## src/rtl/hcsr04_medidor_if.sv

```systemverilog
// Signal bundle between the HC-SR04 front end and the sonar control stage.
// The slave side is the measurement block. The master side is the controller
// and sensor model that drives medir/echo and consumes the results.
interface hcsr04_medidor_if;
    logic        medir;
    logic        echo;
    logic        trigger;
    logic [11:0] medida;
    logic        pronto;
    logic        timeout;
    logic [3:0]  db_estado;

    modport master (
        output medir,
        output echo,
        input  trigger,
        input  medida,
        input  pronto,
        input  timeout,
        input  db_estado
    );

    modport slave (
        input  medir,
        input  echo,
        output trigger,
        output medida,
        output pronto,
        output timeout,
        output db_estado
    );
endinterface

```

## src/rtl/hcsr04_medidor.sv

```systemverilog
// HC-SR04 ultrasonic front end.
// A measure request fires a trigger pulse and then times the echo pulse.
// The echo width is converted on the fly into a 3-digit BCD centimetre count,
// rounded to nearest. A sub-counter fires first after half a centimetre and
// then once per centimetre, and each fire bumps the BCD digits.
module hcsr04_medidor #(
    parameter int TRIGGER_CICLOS = 500,
    parameter int CICLOS_CM      = 2941,
    parameter int MEIO_CM        = 1470,
    parameter int TIMEOUT_CICLOS = 1_500_000
) (
    input  logic            clock,
    input  logic            reset,
    hcsr04_medidor_if.slave bus
);
    localparam logic [3:0] INICIAL       = 4'h0;
    localparam logic [3:0] PREPARA       = 4'h1;
    localparam logic [3:0] ENVIA_TRIGGER = 4'h2;
    localparam logic [3:0] ESPERA_ECHO   = 4'h3;
    localparam logic [3:0] MEDINDO       = 4'h4;
    localparam logic [3:0] ARMAZENA      = 4'h5;
    localparam logic [3:0] FINAL         = 4'h6;
    localparam logic [3:0] ERRO          = 4'hF;

    localparam int SUB_MAX = (CICLOS_CM > MEIO_CM) ? CICLOS_CM : MEIO_CM;
    localparam int TRIG_W  = $clog2(TRIGGER_CICLOS + 1);
    localparam int TMO_W   = $clog2(TIMEOUT_CICLOS + 1);
    localparam int SUB_W   = $clog2(SUB_MAX + 1);

    localparam logic [TRIG_W-1:0] TRIG_ULT = TRIG_W'(TRIGGER_CICLOS - 1);
    localparam logic [TMO_W-1:0]  TMO_ULT  = TMO_W'(TIMEOUT_CICLOS - 1);
    localparam logic [SUB_W-1:0]  MEIO_INI = SUB_W'(MEIO_CM - 1);
    localparam logic [SUB_W-1:0]  CM_INI   = SUB_W'(CICLOS_CM - 1);

    logic [3:0]        estado, proximo;
    logic              echo_s1, echo_s2, echo_d;
    logic [TRIG_W-1:0] cnt_trig;
    logic [TMO_W-1:0]  cnt_tmo;
    logic [SUB_W-1:0]  cnt_sub;
    logic [3:0]        unidades, dezenas, centenas;
    logic [11:0]       medida_q;

    logic sobe, desce, fim_trig, estourou, disparo, saturado;

    assign sobe     = echo_s2 & ~echo_d;
    assign desce    = ~echo_s2 & echo_d;
    assign fim_trig = (cnt_trig == TRIG_ULT);
    assign estourou = (cnt_tmo == TMO_ULT);
    assign disparo  = (estado == MEDINDO) && (cnt_sub == '0);
    assign saturado = ({centenas, dezenas, unidades} == 12'h999);

    // Bring the asynchronous echo into the clock domain and keep one more
    // stage so that edges can be seen.
    always_ff @(posedge clock or negedge reset) begin
        if (!reset) begin
            echo_s1 <= 1'b0;
            echo_s2 <= 1'b0;
            echo_d  <= 1'b0;
        end else begin
            // NOTE: non-blocking assignments make every flop sample the pre-edge
            // value, so the three stages shift instead of collapsing into one.
            echo_s1 <= bus.echo;
            echo_s2 <= echo_s1;
            echo_d  <= echo_s2;
        end
    end

    // Next-state decision. A timeout wins over an echo edge in the same cycle.
    always_comb begin
        // NOTE: the default comes first, so every path assigns proximo and no
        // latch is inferred.
        proximo = estado;
        case (estado)
            INICIAL:       if (bus.medir) proximo = PREPARA;
            PREPARA:       proximo = ENVIA_TRIGGER;
            ENVIA_TRIGGER: if (fim_trig) proximo = ESPERA_ECHO;
            ESPERA_ECHO: begin
                if (estourou)  proximo = ERRO;
                else if (sobe) proximo = MEDINDO;
            end
            MEDINDO: begin
                if (estourou)   proximo = ERRO;
                else if (desce) proximo = ARMAZENA;
            end
            ARMAZENA:      proximo = FINAL;
            FINAL:         proximo = bus.medir ? PREPARA : INICIAL;
            ERRO:          proximo = INICIAL;
            default:       proximo = INICIAL;
        endcase
    end

    // State register.
    always_ff @(posedge clock or negedge reset) begin
        if (!reset) estado <= INICIAL;
        else        estado <= proximo;
    end

    // Trigger, timeout and rounding counters, plus the BCD centimetre counter.
    always_ff @(posedge clock or negedge reset) begin
        if (!reset) begin
            cnt_trig <= '0;
            cnt_tmo  <= '0;
            cnt_sub  <= '0;
            unidades <= 4'd0;
            dezenas  <= 4'd0;
            centenas <= 4'd0;
        end else if (estado == PREPARA) begin
            cnt_trig <= '0;
            cnt_tmo  <= '0;
            cnt_sub  <= MEIO_INI;
            unidades <= 4'd0;
            dezenas  <= 4'd0;
            centenas <= 4'd0;
        end else begin
            if (estado == ENVIA_TRIGGER) cnt_trig <= cnt_trig + 1'b1;
            if (estado == ESPERA_ECHO || estado == MEDINDO) cnt_tmo <= cnt_tmo + 1'b1;
            if (estado == MEDINDO) begin
                cnt_sub <= (cnt_sub == '0) ? CM_INI : cnt_sub - 1'b1;
            end
            if (disparo && !saturado) begin
                if (unidades == 4'd9) begin
                    unidades <= 4'd0;
                    if (dezenas == 4'd9) begin
                        dezenas  <= 4'd0;
                        centenas <= centenas + 1'b1;
                    end else begin
                        dezenas <= dezenas + 1'b1;
                    end
                end else begin
                    unidades <= unidades + 1'b1;
                end
            end
        end
    end

    // Result register. It changes only when a completed measurement is stored.
    always_ff @(posedge clock or negedge reset) begin
        if (!reset)                  medida_q <= 12'h000;
        else if (estado == ARMAZENA) medida_q <= {centenas, dezenas, unidades};
    end

    assign bus.trigger   = (estado == ENVIA_TRIGGER);
    assign bus.pronto    = (estado == FINAL);
    assign bus.timeout   = (estado == ERRO);
    assign bus.medida    = medida_q;
    assign bus.db_estado = estado;
endmodule

```

## src/flat_wrapper.sv

```systemverilog
// flat-port wrapper written by rule: the top's interface ports become plain ports
module hcsr04_medidor_flat 
#(
    parameter int TRIGGER_CICLOS = 500,
    parameter int CICLOS_CM      = 2941,
    parameter int MEIO_CM        = 1470,
    parameter int TIMEOUT_CICLOS = 1_500_000
)
  (clock, reset, bus_medir, bus_echo, bus_trigger, bus_medida, bus_pronto, bus_timeout, bus_db_estado);
  hcsr04_medidor_if bus_i ();
  input  logic clock;
  input  logic reset;
  input wire logic [$bits(bus_i.medir)-1:0] bus_medir;
  input wire logic [$bits(bus_i.echo)-1:0] bus_echo;
  output wire logic [$bits(bus_i.trigger)-1:0] bus_trigger;
  output wire logic [$bits(bus_i.medida)-1:0] bus_medida;
  output wire logic [$bits(bus_i.pronto)-1:0] bus_pronto;
  output wire logic [$bits(bus_i.timeout)-1:0] bus_timeout;
  output wire logic [$bits(bus_i.db_estado)-1:0] bus_db_estado;
  assign bus_i.medir = bus_medir;
  assign bus_i.echo = bus_echo;
  assign bus_trigger = bus_i.trigger;
  assign bus_medida = bus_i.medida;
  assign bus_pronto = bus_i.pronto;
  assign bus_timeout = bus_i.timeout;
  assign bus_db_estado = bus_i.db_estado;
  hcsr04_medidor #(.TRIGGER_CICLOS(TRIGGER_CICLOS), .CICLOS_CM(CICLOS_CM), .MEIO_CM(MEIO_CM), .TIMEOUT_CICLOS(TIMEOUT_CICLOS)) u_core (.clock(clock), .reset(reset), .bus(bus_i));
endmodule
```

## config.mk

```make
export PLATFORM = sky130hd
export DESIGN_NAME = hcsr04_medidor_flat
export DESIGN_NICKNAME = d
export VERILOG_FILES = /design/src/rtl/hcsr04_medidor_if.sv /design/src/rtl/hcsr04_medidor.sv /design/src/flat_wrapper.sv
export SDC_FILE = /design/constraint.sdc
export NUM_CORES = 1
export LEC_CHECK = 0
export ABC_CLOCK_PERIOD_IN_PS = 3600
export BUFFER_PORTS_ARGS = -buffer_cell sky130_fd_sc_hd__buf_2
export CAP_MARGIN = 20
export CORE_ASPECT_RATIO = 1.1
export CORE_MARGIN = 4
export CORE_UTILIZATION = 50
export CTS_BUF_LIST = sky130_fd_sc_hd__clkbuf_2
export DETAILED_ROUTE_END_ITERATION = 8
export GPL_ROUTABILITY_DRIVEN = 0
export GPL_TIMING_DRIVEN = 1
export PLACE_DENSITY = 0.73
export SLEW_MARGIN = 20
export SYNTH_ARGS = -nofsm -noshare
export SYNTH_HDL_FRONTEND = slang
export SYNTH_SLANG_ARGS = --single-unit
```

## constraint.sdc

```tcl
create_clock -name clock -period 3.6 [get_ports clock]
set_clock_uncertainty 0.15 [all_clocks]
set_input_delay 0 -clock clock [delete_from_list [all_inputs] [get_ports clock]]
set_output_delay 0 -clock clock [all_outputs]
set_load 0.05 [all_outputs]
```

==> results.json <==
{
  "grt_pass1_wl_um": 13400,
  "grt.total_usage_pct": 18.1,
  "grt_pass1_vias": 2946,
  "syn_area_um2": 3790,
  "tightest_slew_ps": 879,
  "pwr_density_cell_nw_per_um2": 493,
  "nFillCells": 658,
  "grt_max_degree": 43,
  "max_freq_ghz": 0.358,
  "syn_nets": 392,
  "clock-sinks": 73,
  "cp-end-kind": "flip-flop",
  "power.total_mw": 2.06,
  "cts_tree": "yes",
  "root_buffer": "clkbuf_2",
  "period_share_pct": 77.6,
  "hold_violations": 0,
  "required_ps": 3890,
  "io_pins": 23,
  "ir_worst_vdd_mv": 0.239,
  "r2r-end": "u_core.centenas[1]",
  "critPathCapture": "u_core.centenas[1]",
  "drc": 0,
  "yosysUniqueCellTypes": 61,
  "holdWs_ps": 247,
  "async_flop_share_pct": 100,
  "path_clk_slew_ps": 200,
  "synth_seq_area_share_pct": 48.2,
  "slew_violations": 0,
  "synth_largest_area_cell": "dfrtp_1",
  "outcome": "finished clean",
  "post_cts_resized": 0,
  "r2r_cells": 5,
  "yosys-top-cells-area": "dfrtp_1 48%, nor2_1 4.8%, mux2_2 3.9%, xnor2_1 3.7%, ha_1 3.3%",
  "core-area_um2": 7430,
  "synth_ff_type": "dfrtp_1",
  "clk-insertion-delay-late_ps": 530,
  "cp.arrival_ps": 3080,
  "nNetsFinal": 421,
  "yosys_warnings": 0,
  "clockBufferDepth": 2,
  "finalSetupViolCount": 0,
  "synth-edff-count": 0,
  "reg2reg_slack_ps": 810,
  "place_inst": 477,
  "crit_path_start": "u_core.bus.db_estado[3]",
  "start_util_pct": 51.0,
  "path_class": "reg -> reg",
  "overflow": 0,
  "dieHeight_um": 99.3,
  "die_area_um2": 9040,
  "dpl.hpwl_um": 5350,
  "min_period_ps": 2790,
  "synth_seq_cells": 73,
  "rsz0062_at_grt": "false",
  "vias_per_cell": 5.95,
  "drv_cap": 0,
  "portBuffers": 22,
  "cts_max_level": 3,
  "area_growth_pct": 10.3,
  "antenna_left": 0,
  "min_path_type": "reg -> reg",
  "via_count": 2970,
  "min_from": "u_core.echo_s2",
  "rr_startpoint": "u_core.bus.db_estado[3]",
  "antennaDiodeCount": 0,
  "numCtsBuffers": 9,
  "drive_gt1_share_pct": 16.5,
  "row_count": 33,
  "p_leak_nw": 1.80,
  "instances_no_fill": 499,
  "synth_top_area_share_pct": 48.2,
  "die_w_um": 91.0,
  "syn_avg_cell_area_um2": 10.0,
  "startpoint_type": "flip-flop",
  "relSlewSlack_pct": 40.9,
  "tns_ps": 0,
  "drt_iter0_markers": 133,
  "wire_per_inst_um": 15.4,
  "antenna_found_initial": 0,
  "path_max_fanout": 15,
  "syn_inst": 378,
  "wl_um": 7670,
  "firstDrtPassIters": 4
}
==> layout make-up <==
cell class                 instances  area [um2]  share of cell area, %
inverter                          14        52.6                   1.26
sequential                        73        1830                   43.7
timing repair buffer              33         218                   5.21
clock buffer                       9        45.0                   1.08
multi-input combinational        276        1860                   44.5
tap                               87         109                   2.60
clock inverter                     7        70.1                   1.68
==> stage by stage <==
stage               instance area [um2]  util (%)  setup slack, ps
global placement                   4000      53.8              938
floorplan                          3790         -              483
finish                             4180      56.3              806
global route                       4180      56.3              617
CTS                                4180      56.3              840
detailed placement                 4000      53.8              849
==> worst min-delay path by stage <==
stage | end | depth (start not counted)
final | u_core.echo_d | 0
after global routing | u_core.echo_s2 | 0
after global placement | u_core.cnt_sub[7] | 1
after CTS | u_core.echo_s2 | 0
after floorplan | u_core.bus.db_estado[0] | 0
after detailed placement | u_core.cnt_sub[5] | 1
==> power by group <==
group / switching, mW / leakage, nW / internal (mW)
registers: 0.103 / 0.963 / 0.878
clock network: 0.303 / 0.0720 / 0.160
logic: 0.407 / 0.770 / 0.210
total: 0.813 / 1.80 / 1.25
==> cell usage in the layout (no fill, tap or decap), types with 3 or more instances in the layout <==
cell | netlist | layout
o311ai_0 | 3 | 3
nand2b_1 | 3 | 3
xnor2_1 | 16 | 16
buf_4 | 0 | 5
ha_1 | 10 | 10
dfrtp_1 | 73 | 73
clkinv_2 | 0 | 3
nand3_1 | 15 | 15
and4_1 | 3 | 3
or4_1 | 3 | 3
mux2_2 | 13 | 13
buf_2 | 3 | 22
mux2i_1 | 3 | 3
o211ai_1 | 5 | 5
nand2_1 | 26 | 26
a21oi_1 | 12 | 12
a211oi_1 | 3 | 3
dlygate4sd3_1 | 0 | 5
o31ai_1 | 3 | 3
nor3_1 | 15 | 13
nor2_1 | 48 | 48
or3_1 | 5 | 5
nor4b_1 | 3 | 3
clkbuf_2 | 0 | 9
nor4_1 | 9 | 9
xor2_1 | 11 | 11
and3_1 | 4 | 4
inv_1 | 13 | 13
nand4_1 | 10 | 10
o21ai_0 | 12 | 12
nand3b_1 | 3 | 3
==> flip-flops by register name, summed over array words and instances, names as in the netlist, 4 cells and up <==
name,flops
u_core.cnt_tmo,21
u_core.bus.medida,12
u_core.cnt_sub,12
u_core.cnt_trig,9
u_core.bus.db_estado,4
u_core.centenas,4
u_core.dezenas,4
u_core.unidades,4
==> cells by family after synthesis <==
group,after synthesis,synth area share [%]
and+or+nand+nor,158,22.2
DFF,73,48.2
AOI/OAI and AO/OA,65,12.5
buffers and inverters,29,2.97
xor gates and xnor gates,27,6.24
muxes,16,4.66
adders and majority gates,10,3.30
==> repair_timing <==
item | 4_1_cts | 5_1_grt
setup buffers | 0 | 0
hold buffers | 6 | 0
hold endpoints to repair | 35 | 0
==> synth_stat cells, drive strengths merged (4+ instances only) <==
cell	n
nor4b	5
o21ai	12
dfrtp	73
nand3	16
nor3	15
and3	4
inv	13
or3	5
clkbuf	12
nor4	10
a21oi	12
o211ai	5
ha	10
a211oi	4
xor2	11
nor2	48
nand2	26
mux2	13
xnor2	16
nand4	10
==> metal layers <==
layer	wire, um	up-vias	global-route usage, %
li1	-	1433	-
met1	3440	1475	22.3
met2	3850	55	31.0
met3	303	7	4.01
met4	76	0	6.96
met5	0	-	0
==> worst max-delay path, stage by stage, from the launching register on <==
cell and delay (ps):
dfrtp_1 630, nor4b_4 480, nand3_2 160, nor4_1 790, nand2_1 210, a32o_1 300
No activity file was read; power rests on OpenSTA's default activity.
